===== src/rtl/memory_arbiter.sv =====
// memory_arbiter: arbitrates a single-port RAM between an instruction-fetch
// requester and a data requester. Three-state FSM (IDLE / IACC / DACC) with an
// access watchdog that aborts an access after TIMEOUT cycles without ramready
// and raises a one-cycle err pulse.
//
// Optional feature macro: FAIR_ARB_EN
//   defined   -> alternating grant when both requesters are pending in IDLE
//                (a last-grant flop remembers who was served last; after
//                reset the instruction side counts as last granted, so data
//                wins the first tie)
//   undefined -> fixed priority, data always wins a tie; no last-grant flop

module memory_arbiter #(
  parameter int unsigned TIMEOUT = 16
) (
  input  logic        CLK,
  input  logic        RST,
  // instruction-fetch requester
  input  logic        iREN,
  input  logic [31:0] iaddr,
  output logic [31:0] iload,
  output logic        iwait,
  // data requester
  input  logic        dREN,
  input  logic        dWEN,
  input  logic [31:0] daddr,
  input  logic [31:0] dstore,
  output logic [31:0] dload,
  output logic        dwait,
  // RAM side
  output logic        ramREN,
  output logic        ramWEN,
  output logic [31:0] ramaddr,
  output logic [31:0] ramstore,
  input  logic [31:0] ramload,
  input  logic        ramready,
  // watchdog abort pulse
  output logic        err
);

  // FSM state encoding
  localparam logic [1:0] ST_IDLE = 2'd0;
  localparam logic [1:0] ST_IACC = 2'd1;
  localparam logic [1:0] ST_DACC = 2'd2;

  // Counter value on the last access cycle the watchdog tolerates
  localparam logic [7:0] TIMEOUT_LAST = 8'(TIMEOUT - 32'd1);

  logic [1:0] state_r;
  logic [1:0] state_next_s;
  logic [7:0] count_r;
  logic [7:0] count_next_s;
  logic       err_r;
  logic       err_next_s;
  logic       i_done_s;
  logic       d_done_s;
  logic       d_pending_s;
  logic       grant_data_s;

  assign d_pending_s = dREN | dWEN;

`ifdef FAIR_ARB_EN
  logic last_data_r;
  logic last_data_next_s;

  // Tie-break: serve whichever requester did not get the previous access
  always_comb begin
    if (d_pending_s && iREN) begin
      grant_data_s = ~last_data_r;
    end else begin
      grant_data_s = d_pending_s;
    end
  end

  // Record the requester of every access that is entered from IDLE
  always_comb begin
    last_data_next_s = last_data_r;
    if (state_r == ST_IDLE) begin
      if (grant_data_s) begin
        last_data_next_s = 1'b1;
      end else if (iREN) begin
        last_data_next_s = 1'b0;
      end else begin
        last_data_next_s = last_data_r;
      end
    end else begin
      last_data_next_s = last_data_r;
    end
  end

  // Last-grant flop; reset value means "instruction was last", so data wins first
  always_ff @(posedge CLK) begin
    if (RST) begin
      last_data_r <= 1'b0;
    end else begin
      last_data_r <= last_data_next_s;
    end
  end
`else
  // Fixed priority: any pending data request beats the instruction fetch
  always_comb begin
    grant_data_s = d_pending_s;
  end
`endif

  // Next-state, watchdog counter and completion decode
  always_comb begin
    state_next_s = state_r;
    count_next_s = count_r;
    err_next_s   = 1'b0;
    i_done_s     = 1'b0;
    d_done_s     = 1'b0;
    case (state_r)
      ST_IDLE: begin
        // counter starts from zero on entry to any access
        count_next_s = 8'd0;
        if (grant_data_s) begin
          state_next_s = ST_DACC;
        end else if (iREN) begin
          state_next_s = ST_IACC;
        end else begin
          state_next_s = ST_IDLE;
        end
      end
      ST_IACC: begin
        if (!iREN) begin
          // requester withdrew: silent abort
          state_next_s = ST_IDLE;
        end else if (ramready) begin
          // ramready wins even on the watchdog's last cycle
          i_done_s     = 1'b1;
          state_next_s = ST_IDLE;
        end else if (count_r == TIMEOUT_LAST) begin
          err_next_s   = 1'b1;
          state_next_s = ST_IDLE;
        end else begin
          count_next_s = count_r + 8'd1;
        end
      end
      ST_DACC: begin
        if (!d_pending_s) begin
          state_next_s = ST_IDLE;
        end else if (ramready) begin
          d_done_s     = 1'b1;
          state_next_s = ST_IDLE;
        end else if (count_r == TIMEOUT_LAST) begin
          err_next_s   = 1'b1;
          state_next_s = ST_IDLE;
        end else begin
          count_next_s = count_r + 8'd1;
        end
      end
      default: begin
        state_next_s = ST_IDLE;
        count_next_s = 8'd0;
      end
    endcase
  end

  // State, counter and err pulse registers
  always_ff @(posedge CLK) begin
    if (RST) begin
      state_r <= ST_IDLE;
      count_r <= 8'd0;
      err_r   <= 1'b0;
    end else begin
      state_r <= state_next_s;
      count_r <= count_next_s;
      err_r   <= err_next_s;
    end
  end

  // RAM-side strobes/address/data; reset forces the IDLE values
  always_comb begin
    ramREN   = 1'b0;
    ramWEN   = 1'b0;
    ramaddr  = 32'h0000_0000;
    ramstore = 32'h0000_0000;
    if (RST) begin
      ramREN   = 1'b0;
      ramWEN   = 1'b0;
    end else begin
      case (state_r)
        ST_IACC: begin
          ramREN  = 1'b1;
          ramaddr = iaddr;
        end
        ST_DACC: begin
          // a simultaneous read+write request is carried out as a write
          ramWEN   = dWEN;
          ramREN   = dREN & ~dWEN;
          ramaddr  = daddr;
          ramstore = dstore;
        end
        default: begin
          ramREN = 1'b0;
          ramWEN = 1'b0;
        end
      endcase
    end
  end

  // Wait lines drop only in the completing cycle, never while in reset
  assign iwait = ~(i_done_s & ~RST);
  assign dwait = ~(d_done_s & ~RST);

  assign iload = ramload;
  assign dload = ramload;
  assign err   = err_r;

endmodule


===== config.mk =====
export PLATFORM = sky130hd
export DESIGN_NAME = memory_arbiter
export DESIGN_NICKNAME = d
export VERILOG_FILES = /design/src/rtl/memory_arbiter.sv
export SDC_FILE = /design/constraint.sdc
export NUM_CORES = 1
export LEC_CHECK = 0
export CAP_MARGIN = 20
export CORE_AREA = 2 2 104 106
export CTS_CLUSTER_DIAMETER = 60
export DETAILED_ROUTE_END_ITERATION = 10
export DIE_AREA = 0 0 106 108
export GPL_ROUTABILITY_DRIVEN = 1
export SYNTH_ARGS = -nofsm -noshare
export SYNTH_HDL_FRONTEND = slang
export SYNTH_SLANG_ARGS = --single-unit

===== constraint.sdc =====
create_clock -name CLK -period 4.1 [get_ports CLK]
set_input_delay 0.82 -clock CLK [delete_from_list [all_inputs] [get_ports CLK]]
set_output_delay 0.82 -clock CLK [all_outputs]
set_load 0.01 [all_outputs]

# Word level (Yosys, flattened, before mapping)
# Index checks and enable logic that the tools add are counted.
# op_classes
n_lt_le_gt_ge	0
n_addsub	1
n_shift	0
reduce_logical	2
bitwise_logic	8
muxes	30
multipliers	0
div	0
n_eq_ne	5
# op_table
operator	n
2-to-1 mux 32 bit	3
one-hot mux 32 bit (2 select lines)	1
2-to-1 mux 8 bit	4
one-hot mux 8 bit (2 select lines)	1
2-to-1 mux 1 bit	13
2-to-1 mux 2 bit	5
adder 8 x 1 -> 8 bit, second input constant	1
== test 8 x 4 -> 1 bit, second input constant	1
one-hot mux 2 bit (3 select lines)	1
inequality test 2 bit, second input constant	2
NOT 1 bit	4
one-hot mux 1 bit (2 select lines)	2
AND 1 bit	3
== test 2 x 1 -> 1 bit, second input constant	1
== test 2 bit, second input constant	1
zero test 2 bit	1
AND reduction 2 bit	1
bitwise OR 1 bit	1
# totals
register_bits	11
word_cells	49
rom_bits	0
ramBits	0
inputBits	134
output_inout_bits	133
latch_bits	0
mem_count	0

# Depth between registers and ports, before layout
# logic_depth
word_depth	5
depth_mapped	7
mapped_depth_nobuf	6

# Least setup slack after synthesis
# Ideal clock, no wire load.
# synth_path
path_type	input to output
startpoint	in RST
endpoint	out ramaddr[10]
t_required_ns	3.280
n_path_buf	2
t_arrival_ns	1.518
slack_ns	1.762
path_stages	4
path_cell_list	nand2b_1 > clkbuf_1 > clkbuf_1 > nor2_1
# synth_via
elab_chain_len	1
# synth_lines
element	line_no	text
from (decl)	17	input logic RST,
2-to-1 mux 32 bit	179	if (RST) begin
to (decl)	33	output logic [31:0] ramaddr,
# No other way between the ends.

# Worst setup path after layout
# layout_path
startpoint	in RST
endpoint	out ramaddr[8]
# The elaborated chain is that of the path after synthesis.

==> results.json <==
{
  "finalCriticalPeriod_ns": 3.53,
  "grt_max_degree": 34,
  "post-route-util_pct": 31.7,
  "insertion_delay_ns": 0.24,
  "die_y_um": 108,
  "cpMostUsedCell": "clkdlybuf4s50_1",
  "cts_hold_buf": 0,
  "hold_path_class": "register to register",
  "cp_cell_sequence": "clkdlybuf4s50_1 > nand2b_1 > buf_4 > nor2_1 > clkdlybuf4s50_1",
  "setup_viol": 0,
  "pin_count": 267,
  "first_iter_violations": 139,
  "cts_resized": 0,
  "rsz0062_at_grt": "false",
  "crit_path_end_kind": "output port",
  "layout_common_cells": "clkdlybuf4s50_1 (170), nor2_1 (35), and2_1 (32), a22oi_1 (32), dfxtp_1 (11)",
  "coreArea_mm2": 0.0102,
  "firstDrtPassIters": 4,
  "ant_nets": 0,
  "clk_pin_slew_ns": 0.05,
  "status": "completed",
  "drt-vias-per-instance": 4.40,
  "worst_pin_slew_ns": 0.697,
  "port-buffer-count": 170,
  "root_buffer": "clkbuf_8",
  "gp_congestion": 0.801,
  "synth_cells": 265,
  "startpoint_type": "input port",
  "antennaDiodeCount": 0,
  "syn_area_per_cell_um2": 6.96,
  "die_x_um": 106,
  "max_cap_viol_count": 0,
  "worstPathMaxFanout": 32,
  "drc": 0,
  "worstPathArrival_ns": 2.71,
  "rows": 37,
  "drt-total-wl_mm": 7.89,
  "grt_pass1_vias": 2148,
  "power_leakage_nw": 1.11,
  "fmaxAchievable_mhz": 283,
  "ys_top_cells_by_area": "buf_4 (27%), a22oi_1 (13%), dfxtp_1 (12%), and2_1 (11%), nor2_1 (7.1%)",
  "cts_setup_buffers": 0,
  "power-per-cell-area_mw_per_mm2": 145,
  "ys_types": 39,
  "r2r-end": "count_r[3]",
  "relSlewSlack_pct": 53.2,
  "antenna_found_initial": 0,
  "r2r_slack_ns": 1.54,
  "synth_warnings": 0,
  "layout.nets": 503,
  "drive_gt1_share_pct": 3.58,
  "cts.htree.levels": 1,
  "grt_pass1_wl_mm": 11.5,
  "ys_seq_elements": 11,
  "cp_slowest_cell": "clkdlybuf4s50_1",
  "wire_per_inst_um": 15.8,
  "fin_tns_setup_ns": 0,
  "fin_crit_sh_pct": 86.1,
  "dp_hpwl_mm": 6.59,
  "synth_top_cell_by_area": "buf_4",
  "r2r_cells": 7,
  "final_common_cell": "clkdlybuf4s50_1",
  "grtUsageTotal_pct": 12.8,
  "cts_buffers": 3,
  "startpoint": "RST",
  "cp-endpoint": "ramaddr[8]",
  "die-area_mm2": 0.0114,
  "clock_skew_ns": 0.00172,
  "cts_sinks": 11,
  "yosysSeqAreaShare_pct": 11.9,
  "clk_path_buf_depth": 2,
  "grt.overflow.total": 0,
  "crit_path_max_incr_delay_ns": 0.68,
  "syn2layout_area_growth_pct": 75.8,
  "irDropWorstVdd_mv": 0.0705,
  "yosysTopAreaCellShare_pct": 26.9,
  "cp_data_required_time_ns": 3.28,
  "start_util_pct": 18.0,
  "syn-num-nets": 404,
  "worst_r2r_startpoint": "state_r[0]",
  "crit_type": "input port to output port",
  "cts_tree": "yes",
  "fillCellCount": 1091,
  "num_vias": 2197,
  "slew_viol_final": 0,
  "hold_viol_final": 0,
  "synth_area_mm2": 0.00184
}
==> report_power, final <==
part | internal (mW) | switching, mW
Clock | 0.0687 | 0.0455
Sequential | 0.109 | 0.00236
Combinational | 0.149 | 0.0947
Total | 0.327 | 0.143
==> worst max-delay path: cells and delay by family <==
family	cells	cell delay, ns
buf+inv	3	1.54
simple gates	2	0.33
==> cells in the mapped netlist <==
| master | number |
|---|---|
| o41ai_1 | 2 |
| nor2_1 | 35 |
| nor3b_1 | 1 |
| or2b_1 | 1 |
| nand2b_2 | 1 |
| inv_1 | 6 |
| nor4b_1 | 1 |
| o211ai_1 | 2 |
| or3b_4 | 1 |
| clkbuf_1 | 12 |
| and2_2 | 2 |
| o21a_1 | 1 |
| dfxtp_1 | 11 |
| o21ai_1 | 1 |
| buf_4 | 66 |
| and2_1 | 32 |
| nand2b_1 | 1 |
| a21oi_1 | 2 |
| ha_1 | 5 |
| nand3_1 | 6 |
| nor4_1 | 2 |
| and3_1 | 2 |
| or4b_1 | 1 |
| nor3_1 | 5 |
| o221a_2 | 1 |
| a211oi_1 | 1 |
| a31oi_4 | 1 |
| or3_1 | 2 |
| a22oi_1 | 32 |
| or4_1 | 3 |
| buf_1 | 2 |
| nand2_1 | 8 |
| o21ai_0 | 3 |
| nand4_1 | 3 |
| nor2b_1 | 3 |
| a31oi_1 | 3 |
| mux2i_1 | 1 |
| o31ai_1 | 1 |
| a21boi_0 | 2 |
==> stage by stage <==
stage / hold slack (ns) / setup slack [ns] / total power, mW / cells / cell area (um2)
2_1_floorplan: 0.456 / 1.76 / 0.261 / 265 / 1840
3_3_place_gp: 0.478 / 0.627 / 0.358 / 495 / 3200
3_5_place_dp: 0.500 / 0.530 / 0.359 / 495 / 3200
4_1_cts: 0.506 / 0.534 / 0.473 / 499 / 3240
5_1_grt: 0.543 / 0.442 / 0.499 / 499 / 3240
6_report: 0.496 / 0.571 / 0.470 / 499 / 3240
==> state kept, by name (all words and copies together) (netlist names) <==
signal and flops:
count_r 8, state_r 2, err 1
==> layer usage <==
metal  global-route usage, %  part of all wire [%]
met5                       0                     0
met4                    5.17                   2.6
met3                    2.53                   7.3
met2                    26.2                    57
met1                    12.3                    34
==> logic make-up (layout without fill, tap and decap cells) <==
kind of cell	count (synthesis)	count (layout)	share of synthesized area, %
muxes	1	1	0.543
and+or+nand+nor	110	110	32.0
buffers and inverters	86	184	30.9
AOI/OAI and AO/OA	52	52	21.2
adders and majority gates	5	5	3.39
DFF	11	11	11.9
==> worst min-delay path by stage <==
stage / startpoint / endpoint / slack [ns] / cells past startpoint
2_1_floorplan: count_r[7] / count_r[7] / 0.46 / 2
3_3_place_gp: count_r[7] / count_r[7] / 0.48 / 2
3_5_place_dp: count_r[7] / count_r[7] / 0.50 / 2
4_1_cts: count_r[7] / count_r[7] / 0.51 / 2
5_1_grt: count_r[7] / count_r[7] / 0.54 / 2
6_report: count_r[7] / count_r[7] / 0.50 / 2
==> final cells by class <==
type	instances	area, um2	share of cell area [%]
timing repair buffer	174	1730	53.4
multi-input combinational	168	1050	32.5
sequential	11	220	6.79
tap	136	170	5.25
clock buffer	4	45.0	1.39
inverter	6	22.5	0.694
Note: power is estimated with default switching activity, not from simulation.
